<file path="src/rtl/pong_game_fsm.sv">
`default_nettype none
// ============================================================================
//  Module   : pong_game_fsm
//  Purpose  : Pong game sequencer. It detects missed returns from the ball and
//             paddle positions, keeps both scores, holds the ball for a serve
//             delay after each point and handles game over / restart.
//  Revision : 1.0  initial release
// ============================================================================
module pong_game_fsm #(
    parameter int GAME_WIDTH    = 40,
    parameter int GAME_HEIGHT   = 30,
    parameter int PADDLE_HEIGHT = 6,
    parameter int SCORE_LIMIT   = 9,
    parameter int SERVE_DELAY   = 25000000
) (
    input  logic       clk_i,
    input  logic       rst_i,
    input  logic       Start_i,
    input  logic [5:0] Ball_X_i,
    input  logic [5:0] Ball_Y_i,
    input  logic [5:0] Paddle_Y_P1_i,
    input  logic [5:0] Paddle_Y_P2_i,
    output logic       Game_Active_o,
    output logic [3:0] P1_Score_o,
    output logic [3:0] P2_Score_o,
    output logic       Game_Over_o,
    output logic       Winner_o,
    output logic [1:0] State_o
);

    localparam logic [1:0]  c_IDLE       = 2'd0;
    localparam logic [1:0]  c_RUNNING    = 2'd1;
    localparam logic [1:0]  c_POINT      = 2'd2;
    localparam logic [1:0]  c_GAME_OVER  = 2'd3;

    localparam logic [5:0]  c_RIGHT_COL  = 6'(GAME_WIDTH - 1);
    localparam logic [6:0]  c_PAD_SPAN   = 7'(PADDLE_HEIGHT - 1);
    localparam logic [3:0]  c_LIMIT      = 4'(SCORE_LIMIT);
    localparam logic [31:0] c_SERVE_LAST = 32'(SERVE_DELAY - 1);

    // Reject parameter sets the 6-bit coordinates and 4-bit scores cannot hold.
    generate
        if (GAME_WIDTH < 2 || GAME_WIDTH > 64 || GAME_HEIGHT < 1 || GAME_HEIGHT > 64 ||
            PADDLE_HEIGHT < 1 || SCORE_LIMIT < 1 || SCORE_LIMIT > 15 || SERVE_DELAY < 1) begin : g_param_check
            $error("pong_game_fsm: parameter out of range");
        end
    endgenerate

    logic [1:0]  state_q,  state_d;
    logic [3:0]  p1_score_q, p1_score_d;
    logic [3:0]  p2_score_q, p2_score_d;
    logic [31:0] delay_cnt_q, delay_cnt_d;
    logic        winner_q, winner_d;
    logic        start_q;
    logic        game_active_q;
    logic        game_over_q;

    logic        w_start_press;
    logic [6:0]  w_p1_bottom;
    logic [6:0]  w_p2_bottom;
    logic        w_p1_miss;
    logic        w_p2_miss;
    logic [3:0]  w_p1_inc;
    logic [3:0]  w_p2_inc;

    // Rising edge of the start button; holding it down yields a single press.
    assign w_start_press = Start_i & ~start_q;

    // Paddle bottom rows are formed at 7 bits so a paddle near row 63 cannot wrap.
    assign w_p1_bottom = {1'b0, Paddle_Y_P1_i} + c_PAD_SPAN;
    assign w_p2_bottom = {1'b0, Paddle_Y_P2_i} + c_PAD_SPAN;

    assign w_p1_miss = (Ball_X_i == 6'd0) &&
                       ((Ball_Y_i < Paddle_Y_P1_i) || ({1'b0, Ball_Y_i} > w_p1_bottom));
    assign w_p2_miss = (Ball_X_i == c_RIGHT_COL) &&
                       ((Ball_Y_i < Paddle_Y_P2_i) || ({1'b0, Ball_Y_i} > w_p2_bottom));

    assign w_p1_inc = p1_score_q + 4'd1;
    assign w_p2_inc = p2_score_q + 4'd1;

    // Next-state and scoring logic; a P1 miss takes priority over a P2 miss.
    always_comb begin
        state_d     = state_q;
        p1_score_d  = p1_score_q;
        p2_score_d  = p2_score_q;
        delay_cnt_d = delay_cnt_q;
        winner_d    = winner_q;
        case (state_q)
            c_IDLE: begin
                if (w_start_press) begin
                    state_d    = c_RUNNING;
                    p1_score_d = 4'd0;
                    p2_score_d = 4'd0;
                end
            end
            c_RUNNING: begin
                if (w_p1_miss) begin
                    p2_score_d = w_p2_inc;
                    if (w_p2_inc == c_LIMIT) begin
                        state_d  = c_GAME_OVER;
                        winner_d = 1'b1;
                    end else begin
                        state_d     = c_POINT;
                        delay_cnt_d = 32'd0;
                    end
                end else if (w_p2_miss) begin
                    p1_score_d = w_p1_inc;
                    if (w_p1_inc == c_LIMIT) begin
                        state_d  = c_GAME_OVER;
                        winner_d = 1'b0;
                    end else begin
                        state_d     = c_POINT;
                        delay_cnt_d = 32'd0;
                    end
                end
            end
            c_POINT: begin
                // The counter stops at its final value when the serve resumes.
                if (delay_cnt_q == c_SERVE_LAST) begin
                    state_d = c_RUNNING;
                end else begin
                    delay_cnt_d = delay_cnt_q + 32'd1;
                end
            end
            c_GAME_OVER: begin
                if (w_start_press) begin
                    state_d    = c_RUNNING;
                    p1_score_d = 4'd0;
                    p2_score_d = 4'd0;
                    winner_d   = 1'b0;
                end
            end
            default: begin
                state_d = c_IDLE;
            end
        endcase
    end

    // State, scores and flag outputs, all registered from the next-state values.
    always_ff @(posedge clk_i) begin
        if (rst_i) begin
            state_q       <= c_IDLE;
            p1_score_q    <= 4'd0;
            p2_score_q    <= 4'd0;
            delay_cnt_q   <= 32'd0;
            winner_q      <= 1'b0;
            start_q       <= 1'b0;
            game_active_q <= 1'b0;
            game_over_q   <= 1'b0;
        end else begin
            state_q       <= state_d;
            p1_score_q    <= p1_score_d;
            p2_score_q    <= p2_score_d;
            delay_cnt_q   <= delay_cnt_d;
            winner_q      <= winner_d;
            start_q       <= Start_i;
            game_active_q <= (state_d == c_RUNNING);
            game_over_q   <= (state_d == c_GAME_OVER);
        end
    end

    assign Game_Active_o = game_active_q;
    assign Game_Over_o   = game_over_q;
    assign Winner_o      = winner_q;
    assign P1_Score_o    = p1_score_q;
    assign P2_Score_o    = p2_score_q;
    assign State_o       = state_q;

endmodule
`default_nettype wire

</file>
<file path="config.mk">
export PLATFORM = sky130hd
export DESIGN_NAME = pong_game_fsm
export DESIGN_NICKNAME = d
export VERILOG_FILES = /design/src/rtl/pong_game_fsm.sv
export SDC_FILE = /design/constraint.sdc
export NUM_CORES = 1
export LEC_CHECK = 0
export BUFFER_PORTS_ARGS = -buffer_cell sky130_fd_sc_hd__buf_2
export CORE_UTILIZATION = 45
export DETAILED_ROUTE_END_ITERATION = 12
export GPL_TIMING_DRIVEN = 0
export PLACE_DENSITY = 0.65
export SLEW_MARGIN = 10
export SYNTH_ARGS = -nofsm -noshare
export SYNTH_HDL_FRONTEND = slang
export SYNTH_SLANG_ARGS = --single-unit
</file>
<file path="constraint.sdc">
create_clock -name clk_i -period 3.7 [get_ports clk_i]
set_input_delay 0.74 -clock clk_i [delete_from_list [all_inputs] [get_ports clk_i]]
set_output_delay 0.74 -clock clk_i [all_outputs]
set_load 0.05 [all_outputs]
</file>
* After elaboration in Yosys (flattened, before gate mapping)
Cells that the tools add are included.
Word-level totals: word-level logic and storage cells 78, register bits 46
Cells by class: muxes and demuxes 25, bitwise operators 2, equality and inequality tests 20, $lt $le $gt $ge 4, reductions and logical operators 14, add/subtract/negate cells 5
Operators by type and width (count):
- two-way mux 32 bit | 5
- one-hot mux 32 bit (2 select lines) | 1
- adder 32 x 1 -> 32 bit, second input constant | 1
- equality test 32 x 25 -> 1 bit, second input constant | 1
- two-way mux 4 bit | 4
- one-hot mux 4 bit (2 select lines) | 2
- inequality test 3 bit, second input constant | 5
- adder 6 x 3 -> 7 bit, second input constant | 2
- > comparator 6 x 7 -> 1 bit | 2
- less-than comparator 6 bit | 2
- inequality test 2 bit, second input constant | 5
- AND reduction 5 bit | 2
- adder 4 x 1 -> 4 bit, second input constant | 2
- equality test 4 bit, second input constant | 2
- two-way mux 2 bit | 4
- two-way mux 1 bit | 7
- equality test 2 bit, second input constant | 3
- equality test 6 bit, second input constant | 1
- logical NOT 6 bit | 1
- one-hot mux 2 bit (3 select lines) | 1
- nonzero test 2 bit | 3
- equality test 2 x 1 -> 1 bit, second input constant | 2
- AND reduction 4 bit | 1
- AND reduction 3 bit | 1
- 8 further kinds | 10

* Longest topological paths before layout
Gate-level depths: netlist of the first run.
word-level depth 8, mapped depth 14, depth with buffers taken out 12

* Worst setup path after synthesis of the first run
No wires, ideal clock.
kind input-to-reg, start input port Paddle_Y_P2_i[0], end register delay_cnt_q[26], stages 13, data arrival time 3219 ps, required time 3577 ps, slack 358 ps, path through ha_1 > o21ai_0 > xnor2_1 > ha_1 > o21a_1 > o22ai_1 > or3_1 > o32a_2 > o221a_4 > buf_8 > nor2_4 > nand3_1 > mux2_1
Between the ends: word-level cells in the longest chain between the ends 6, elaborated cells between the ends (all ways) 7, classes of those cells 1 x add/sub; 2 x order compare; 1 x eq/ne; 3 x reduce/logical
RTL lines:
- start, declared | line 22 | input logic [5:0] Paddle_Y_P2_i,
- adder 6 x 3 -> 7 bit | line 71 | assign w_p2_bottom = {1'b0, Paddle_Y_P2_i} + c_PAD_SPAN;
- > comparator 6 x 7 -> 1 bit | line 76 | ((Ball_Y_i < Paddle_Y_P2_i) || ({1'b0, Ball_Y_i} > w_p2_bottom));
- logical OR 1 bit * | line 76
- logical AND 1 bit * | line 75 | assign w_p2_miss = (Ball_X_i == c_RIGHT_COL) &&
- inequality test 3 bit (no source line) *
- AND reduction 5 bit (no source line) *
- end signal, assigned | line 154 | delay_cnt_q <= delay_cnt_d;
- end, declared | line 52 | logic [31:0] delay_cnt_q, delay_cnt_d;
Mark *: on every way between the ends. The rest lies on a longest branch, timed or not. A chain may end at the register's enable or synchronous reset.

* Final worst setup path of the first run
start input port Paddle_Y_P2_i[0], end register delay_cnt_q[12]
Same word-level chain as after synthesis.

==> results by group, run 1 <==
Run status
  • Outcome: completed

STA
  • Max Slew Vio Count: 0
  • Highest clock rate: 289 MHz
  • Fin crit share: 0.934
  • Final Skew: 11.0 ps
  • Final Hold Fails: 0
  • Headroom to the max-slew limit: 0.546
  • Setup TNS Final: 0 ps
  • Least-Margin Pin Slew: 675 ps
  • Final Critical Period: 3460 ps
  • RSZ-0062 raised after global routing: no
  • Setup ws final: 243 ps
  • Final setup viols: 0

Place
  • Pre-CTS setup slack: -312 ps
  • Routability Congestion: 0.903
  • PortBufs: 38
  • Hpwl dp: 6270 µm
  • Placed inst area: 3740 µm²
  • Placed cells: 564

Worst setup path
  • Startpoint Class: input pin
  • Endpoint type of the worst setup path: register
  • CP max FO: 10
  • Kind of critical path: input pin to register
  • Required @ worst endpoint: 3860 ps
  • Worst EP arrival: 3610 ps

Floorplanning
  • DIE AREA: 7970 µm²
  • Initial core utilization: 0.470
  • IO Pins: 40
  • Die W: 89.3 µm
  • Die H: 89.3 µm
  • Core Area: 7290 µm²
  • Site row count: 31

CTS
  • CTS root buf: clkbuf_8
  • Hold buffers post-CTS: 0
  • Clock slew at reported path FFs: 90 ps
  • TritonCTS Sinks: 46
  • CTS buffer count: 5
  • Clock Path Buffers: 2
  • CTS tree: yes
  • H-tree depth: 2
  • Worst skew pair latency: 300 ps

Finish
  • Commonest non-fill, non-tap cell in the layout: nor2_1
  • Area growth syn-to-layout: 13.7%
  • Nets: 534
  • Non-Filler Instances: 572
  • Design Area, Final: 3890 µm²
  • Share of layout cells above drive strength 1: 0.165
  • Most frequent cells in the layout: nor2_1, dfxtp_1, buf_2
  • Number of inserted diodes: 0

Global routing
  • Initial antenna violation count: 0
  • Largest net degree at the start of global routing: 15
  • GRT Total Usage: 0.219
  • First-pass GRT wire length: 13500 µm
  • GR Overflow Total: 0
  • Vias in the first global route: 2928

Synthesis
  • Mapped cell area: 3430 µm²
  • EDFF count, synth: 0
  • Number of synthesized register bits: 46
  • Syn Nets: 489
  • Yosys warnings: 0
  • Main area contributors after synthesis: dfxtp_1, ha_1, xnor2_1
  • Sequential-to-total area share from yosys stat: 0.269
  • Post-synth top area share: 0.269
  • Cell variety after synth: 64
  • Synth area leader: dfxtp_1
  • Cell count after synthesis: 427
  • Syn Area/Cell: 8.03 µm²
  • Top_reg_cell synth: dfxtp_1
  • Async S/R FF share, synth: 0

Drt
  • WL final: 8220 µm
  • TritonRoute pass-1 iters: 4
  • Via count: 3191
  • DR iter-0 viols: 158
  • Drt wl/cell: 14.4 µm
  • Vias per inst: 5.58
  • Post-DRT Antenna Nets: 0
  • DRC violations left: 0

Pwr
  • Switching pwr: 0.382 mW
  • P_leak: 1.48 nW
  • Tot Pwr: 1.27 mW
  • Max rail drop VDD: 165 µV
  • Switching share of total power: 0.300
  • Flop pwr share: 0.399
  • Clock network power share: 0.368
  • Pint: 0.891 mW
  • Cell Pwr Density: 327 nW/µm²
  • Comb power frac: 0.233

Hold path
  • Hold crit path type: register to register

Run
  • Max Cap Violations: 0
[routing by layer]
layer,global-route usage,vias to the layer above,share of wire
li1,-,1629,-
met1,0.303,1478,0.50
met2,0.350,72,0.44
met3,0.0305,12,0.034
met4,0.0750,0,0.017
met5,0,-,0
[cell families after synthesis]
group                      count (synthesis)  share of synthesized area
buffers and inverters                     42                     0.0540
AOI/OAI and AO/OA                         88                      0.168
xor gates and xnor gates                  27                     0.0690
and+or+nand+nor                          186                      0.304
muxes                                      3                    0.00913
adders and majority gates                 35                      0.128
DFF                                       46                      0.269
[area by class of cell]
cell class                      instances  area, µm²
Inverter                               28        105
Sequential cell                        46        921
Clock buffer                            6       82.6
Fill cell                             753       3400
Tap cell                               99        124
Clock inverter                          2       60.1
Multi-Input combinational cell        339       2330
Timing Repair Buffer                   38        190
Buffer                                 14       80.1
[power by group through the flow]
stage                     clock network (mW)  registers (mW)  logic (mW)
after global placement                     0           0.519       0.289
after global routing                   0.493           0.509       0.331
final                                  0.468           0.508       0.297
after CTS                              0.476           0.508       0.295
after floorplan                            0           0.539       0.192
after detailed placement                   0           0.520       0.294
[state kept, by name, summed over array words and instances, names as in the netlist]
signal and cells:
Winner_o 1, Game_Active_o 1, start_q 1, Game_Over_o 1, P2_Score_o 4, P1_Score_o 4
State_o 2, delay_cnt_q 32
[stage by stage]
stage                util  hold slack, ps
CTS                 0.533             511
floorplan               -             453
finish              0.534             512
detailed placement  0.513             498
global route        0.534             534
global placement    0.513             482
[final timing paths]
path               startpoint  slack, ps         endpoint  cells after the start
min             P2_Score_o[1]        510    P2_Score_o[1]                      2
max reg2reg        State_o[0]        990  delay_cnt_q[12]                     11
max          Paddle_Y_P2_i[0]        240  delay_cnt_q[12]                     13
min reg2reg     P2_Score_o[1]        510    P2_Score_o[1]                      2
[Yosys cell counts, types with 3 or more instances]
master / n
nor2_1: 47
nand2_1: 37
xnor2_1: 24
or4_1: 3
a31oi_1: 3
nor3_1: 15
a41oi_1: 4
xor2_1: 3
nor2b_1: 4
nand3b_1: 7
a311oi_1: 6
ha_1: 35
o21ai_0: 21
nor4_1: 5
nand3_1: 20
nand4_1: 6
nor4_2: 4
nor2_2: 6
clkbuf_1: 7
o21a_1: 3
buf_2: 4
inv_1: 28
a21oi_1: 28
and3_1: 7
nand2b_1: 5
dfxtp_1: 46
[what timing repair did]
item | CTS | global route
gates resized for setup | 0 | 2
setup buffers | 0 | 0
setup endpoints to repair | 0 | 11
[worst max-delay path, cell delays in order]
cell      delay, ps
buf_2           120
ha_1            230
o21ai_0         200
xnor2_1         100
ha_1            290
o21a_1          100
o22ai_1          60
or3_1           390
o32a_2          250
o221a_4         320
buf_2           220
nor2_1          420
a311oi_1        180
No activity file was read; power rests on OpenSTA's default activity.
==> run 2, diff against run 1 <==
Settings changed: ABC_AREA from default to 1, MAX_ROUTING_LAYER from default to met4.
Clock period 3.7 ns to 3.91 ns, I/O delays scaled along.
==> run 2 against run 1 <==
Clock skew is 5.6 ps lower. Global-route usage is 0.58 points higher. Sequential share of layout area shrank 2.1 points. Critical path depth increased by 7. Largest power group is now combinational cells. Sequential power rose by 70%. Count of clock-buffer cells in the layout rose by 1.
==> results by group, run 2 <==
Synthesis
  • Post-synth top area share: 0.239 (was 0.269)
  • Synth area leader: dfxtp_1 (unchanged)
  • Top_reg_cell synth: dfxtp_1 (unchanged)
  • Main area contributors after synthesis: dfxtp_1, nor2_1, ha_1 (was dfxtp_1, ha_1, xnor2_1)
  • Async S/R FF share, synth: 0 (unchanged)
  • Number of synthesized register bits: 46 (unchanged)
  • EDFF count, synth: 0 (unchanged)
  • Synth cell count leaders: nor2_1, nand2_1, inv_1 (was nor2_1, dfxtp_1, nand2_1)
  • Syn Nets: 679 (was 489)
  • Syn Area/Cell: 6.25 µm² (was 8.03 µm²)
  • Yosys warnings: 0 (unchanged)
  • Top-count cell post-synth: nor2_1 (unchanged)
  • Mapped cell area: 3860 µm² (was 3430 µm²)
  • Sequential-to-total area share from yosys stat: 0.239 (was 0.269)
  • Cell variety after synth: 32 (was 64)
  • Cell count after synthesis: 617 (was 427)

STA
  • Final Skew: 5.38 ps (was 11.0 ps)
  • Setup TNS Final: 0 ps (unchanged)
  • Least-Margin Pin Slew: 534 ps (was 675 ps)
  • Minimum hold slack: 502 ps (was 512 ps)
  • Headroom to the max-slew limit: 0.641 (was 0.546)
  • Fin crit share: 0.798
  • Final setup viols: 0 (unchanged)
  • Final Critical Period: 3120 ps
  • Highest clock rate: 320 MHz
  • Max Slew Vio Count: 0 (unchanged)
  • RSZ-0062 raised after global routing: no (unchanged)
  • Final Hold Fails: 0 (unchanged)

Run
  • Max Cap Violations: 0 (unchanged)

Finish
  • Commonest non-fill, non-tap cell in the layout: nor2_1 (unchanged)
  • Nets: 724 (was 534)
  • Most frequent cells in the layout: nor2_1, nand2_1, inv_1 (was nor2_1, dfxtp_1, buf_2)
  • Max reg flops: 32 (unchanged)
  • FF/Latch Area: 921 µm² (unchanged)
  • Non-Filler Instances: 768 (was 572)
  • Multi-input gate area: 2560 µm² (was 2330 µm²)
  • Share of layout cells above drive strength 1: 0.101 (was 0.165)
  • Number of filler cells placed in the layout: 898 (was 753)
  • Layout Utilization: 0.517 (was 0.534)
  • Area growth syn-to-layout: 10.7% (was 13.7%)
  • Reg with most FFs: delay_cnt_q (unchanged)
  • Number of inserted diodes: 0 (unchanged)

CTS
  • CTS tree: yes (unchanged)
  • Post-CTS setup buffer count: 0 (unchanged)
  • Clock Path Buffers: 2 (unchanged)
  • Gates resized, CTS repair: 0 (unchanged)
  • H-tree depth: 2 (unchanged)
  • Worst skew pair latency: 310 ps (was 300 ps)
  • CTS buffer count: 5 (unchanged)
  • Clock slew at reported path FFs: 90 ps (about the same)
  • TritonCTS Sinks: 46 (unchanged)
  • CTS root buf: clkbuf_8 (unchanged)
  • Hold buffers post-CTS: 0 (unchanged)

Floorplanning
  • Initial core utilization: 0.467 (was 0.470)
  • DIE AREA: 8940 µm² (was 7970 µm²)
  • Die H: 94.6 µm (was 89.3 µm)
  • Core Area: 8260 µm² (was 7290 µm²)
  • IO Pins: 40 (unchanged)
  • Die W: 94.6 µm (was 89.3 µm)
  • Site row count: 33 (was 31)

Global routing
  • Largest net degree at the start of global routing: 14 (was 15)
  • GRT Total Usage: 0.225 (was 0.219)
  • GR Overflow Total: 0 (unchanged)
  • First-pass GRT wire length: 15600 µm (was 13500 µm)
  • Vias in the first global route: 3580 (was 2928)
  • Initial antenna violation count: 0 (unchanged)

Worst setup path
  • Required @ worst endpoint: 4120 ps (was 3860 ps)
  • Startpoint Class: input pin (unchanged)
  • Endpoint type of the worst setup path: register (unchanged)
  • Kind of critical path: input pin to register (unchanged)
  • Worst reg2reg setup slack: 1610 ps (was 990 ps)
  • Worst EP arrival: 3330 ps (was 3610 ps)
  • CP max FO: 10 (unchanged)

Run status
  • Outcome: completed (unchanged)

Drt
  • TritonRoute pass-1 iters: 5 (was 4)
  • Via count: 3978 (was 3191)
  • DR iter-0 viols: 245 (was 158)
  • Vias per inst: 5.18 (was 5.58)
  • Post-DRT Antenna Nets: 0 (unchanged)
  • Drt wl/cell: 12.0 µm (was 14.4 µm)
  • WL final: 9190 µm (was 8220 µm)
  • DRC violations left: 0 (unchanged)

Place
  • Routability Congestion: 0.970 (was 0.903)
  • Hpwl dp: 7390 µm (was 6270 µm)
  • PortBufs: 38 (unchanged)
  • Placed cells: 760 (was 564)

Pwr
  • Max rail drop VDD: 360 µV (was 165 µV)
  • Cell Pwr Density: 575 nW/µm² (was 327 nW/µm²)
  • P_leak: 1.90 nW (was 1.48 nW)
  • Tot Pwr: 2.46 mW (was 1.27 mW)

Hold path
  • Hold crit path type: register to register (unchanged)
## run 2: cell types whose count changed in the layout (fill, tap and decap cells not counted), moves of 9 or more
cell,previous run,this run
nor2_1,47,142
nor3_1,15,24
a21oi_1,28,18
nand2_1,37,113
nand4_1,6,20
o21ai_0,21,35
nand3_1,20,37
xnor2_1,24,5
xor2_1,3,25
inv_1,28,73
## run 2: cell families after synthesis
logic type	Yosys count	share of synthesized area
buffers and inverters	92	0.0973
DFF	46	0.239
xor gates and xnor gates	30	0.0681
AOI/OAI and AO/OA	61	0.0837
and+or+nand+nor	353	0.398
adders and majority gates	35	0.114
## run 2: final timing paths
kind                                  startpoint               to  cells past startpoint
worst max-delay path            Paddle_Y_P1_i[0]  delay_cnt_q[22]                     20
worst min-delay path               P2_Score_o[3]    P2_Score_o[3]                      2
worst max register to register    delay_cnt_q[0]  delay_cnt_q[30]                     12
worst min register to register     P2_Score_o[3]    P2_Score_o[3]                      2
## run 2: layout make-up
cell class              instances  area share
multi-input cells             479       0.600
flip-flops and latches         46       0.216
inverters                      76      0.0668
repair buffers                 38      0.0445
well taps                     105      0.0308
plain buffers                  16      0.0211
clock buffers                   7      0.0202
clock inverters                 1     0.00117
## run 2: routing by layer
layer / vias to the layer above / track usage / part of all wire
met2: 101 / 0.380 / 0.47
li1: 2070 / - / -
met1: 1779 / 0.269 / 0.46
met5: - / - / 0
met4: 0 / 0.0833 / 0.027
met3: 28 / 0.0346 / 0.041
## run 2: where the power goes
| group | switching, mW | internal, mW | total [mW] |
|---|---|---|---|
| logic | 0.844 | 0.436 | 1.28 |
| clock network | 0.168 | 0.143 | 0.311 |
| registers | 0.209 | 0.656 | 0.865 |
| total | 1.22 | 1.24 | 2.46 |
## run 2: worst max-delay path, stage by stage
cell	delay [ps]
buf_2	110
inv_1	60
o21ai_0	290
nand3_1	130
xor2_1	160
ha_1	310
nand2_1	70
nor2_1	120
nand3_1	80
nand2_1	70
inv_1	30
nand2_1	50
nand2_1	100
nand2_2	150
nand2_1	70
nand3_1	120
nand3_2	180
buf_2	240
o21ai_0	170
nor2_1	50
## run 2: per-stage QoR
step	instance area, µm²	setup slack (ps)
2_1_floorplan	3860	1010
3_3_place_gp	4180	505
3_5_place_dp	4180	459
4_1_cts	4270	789
5_1_grt	4270	370
6_report	4270	788
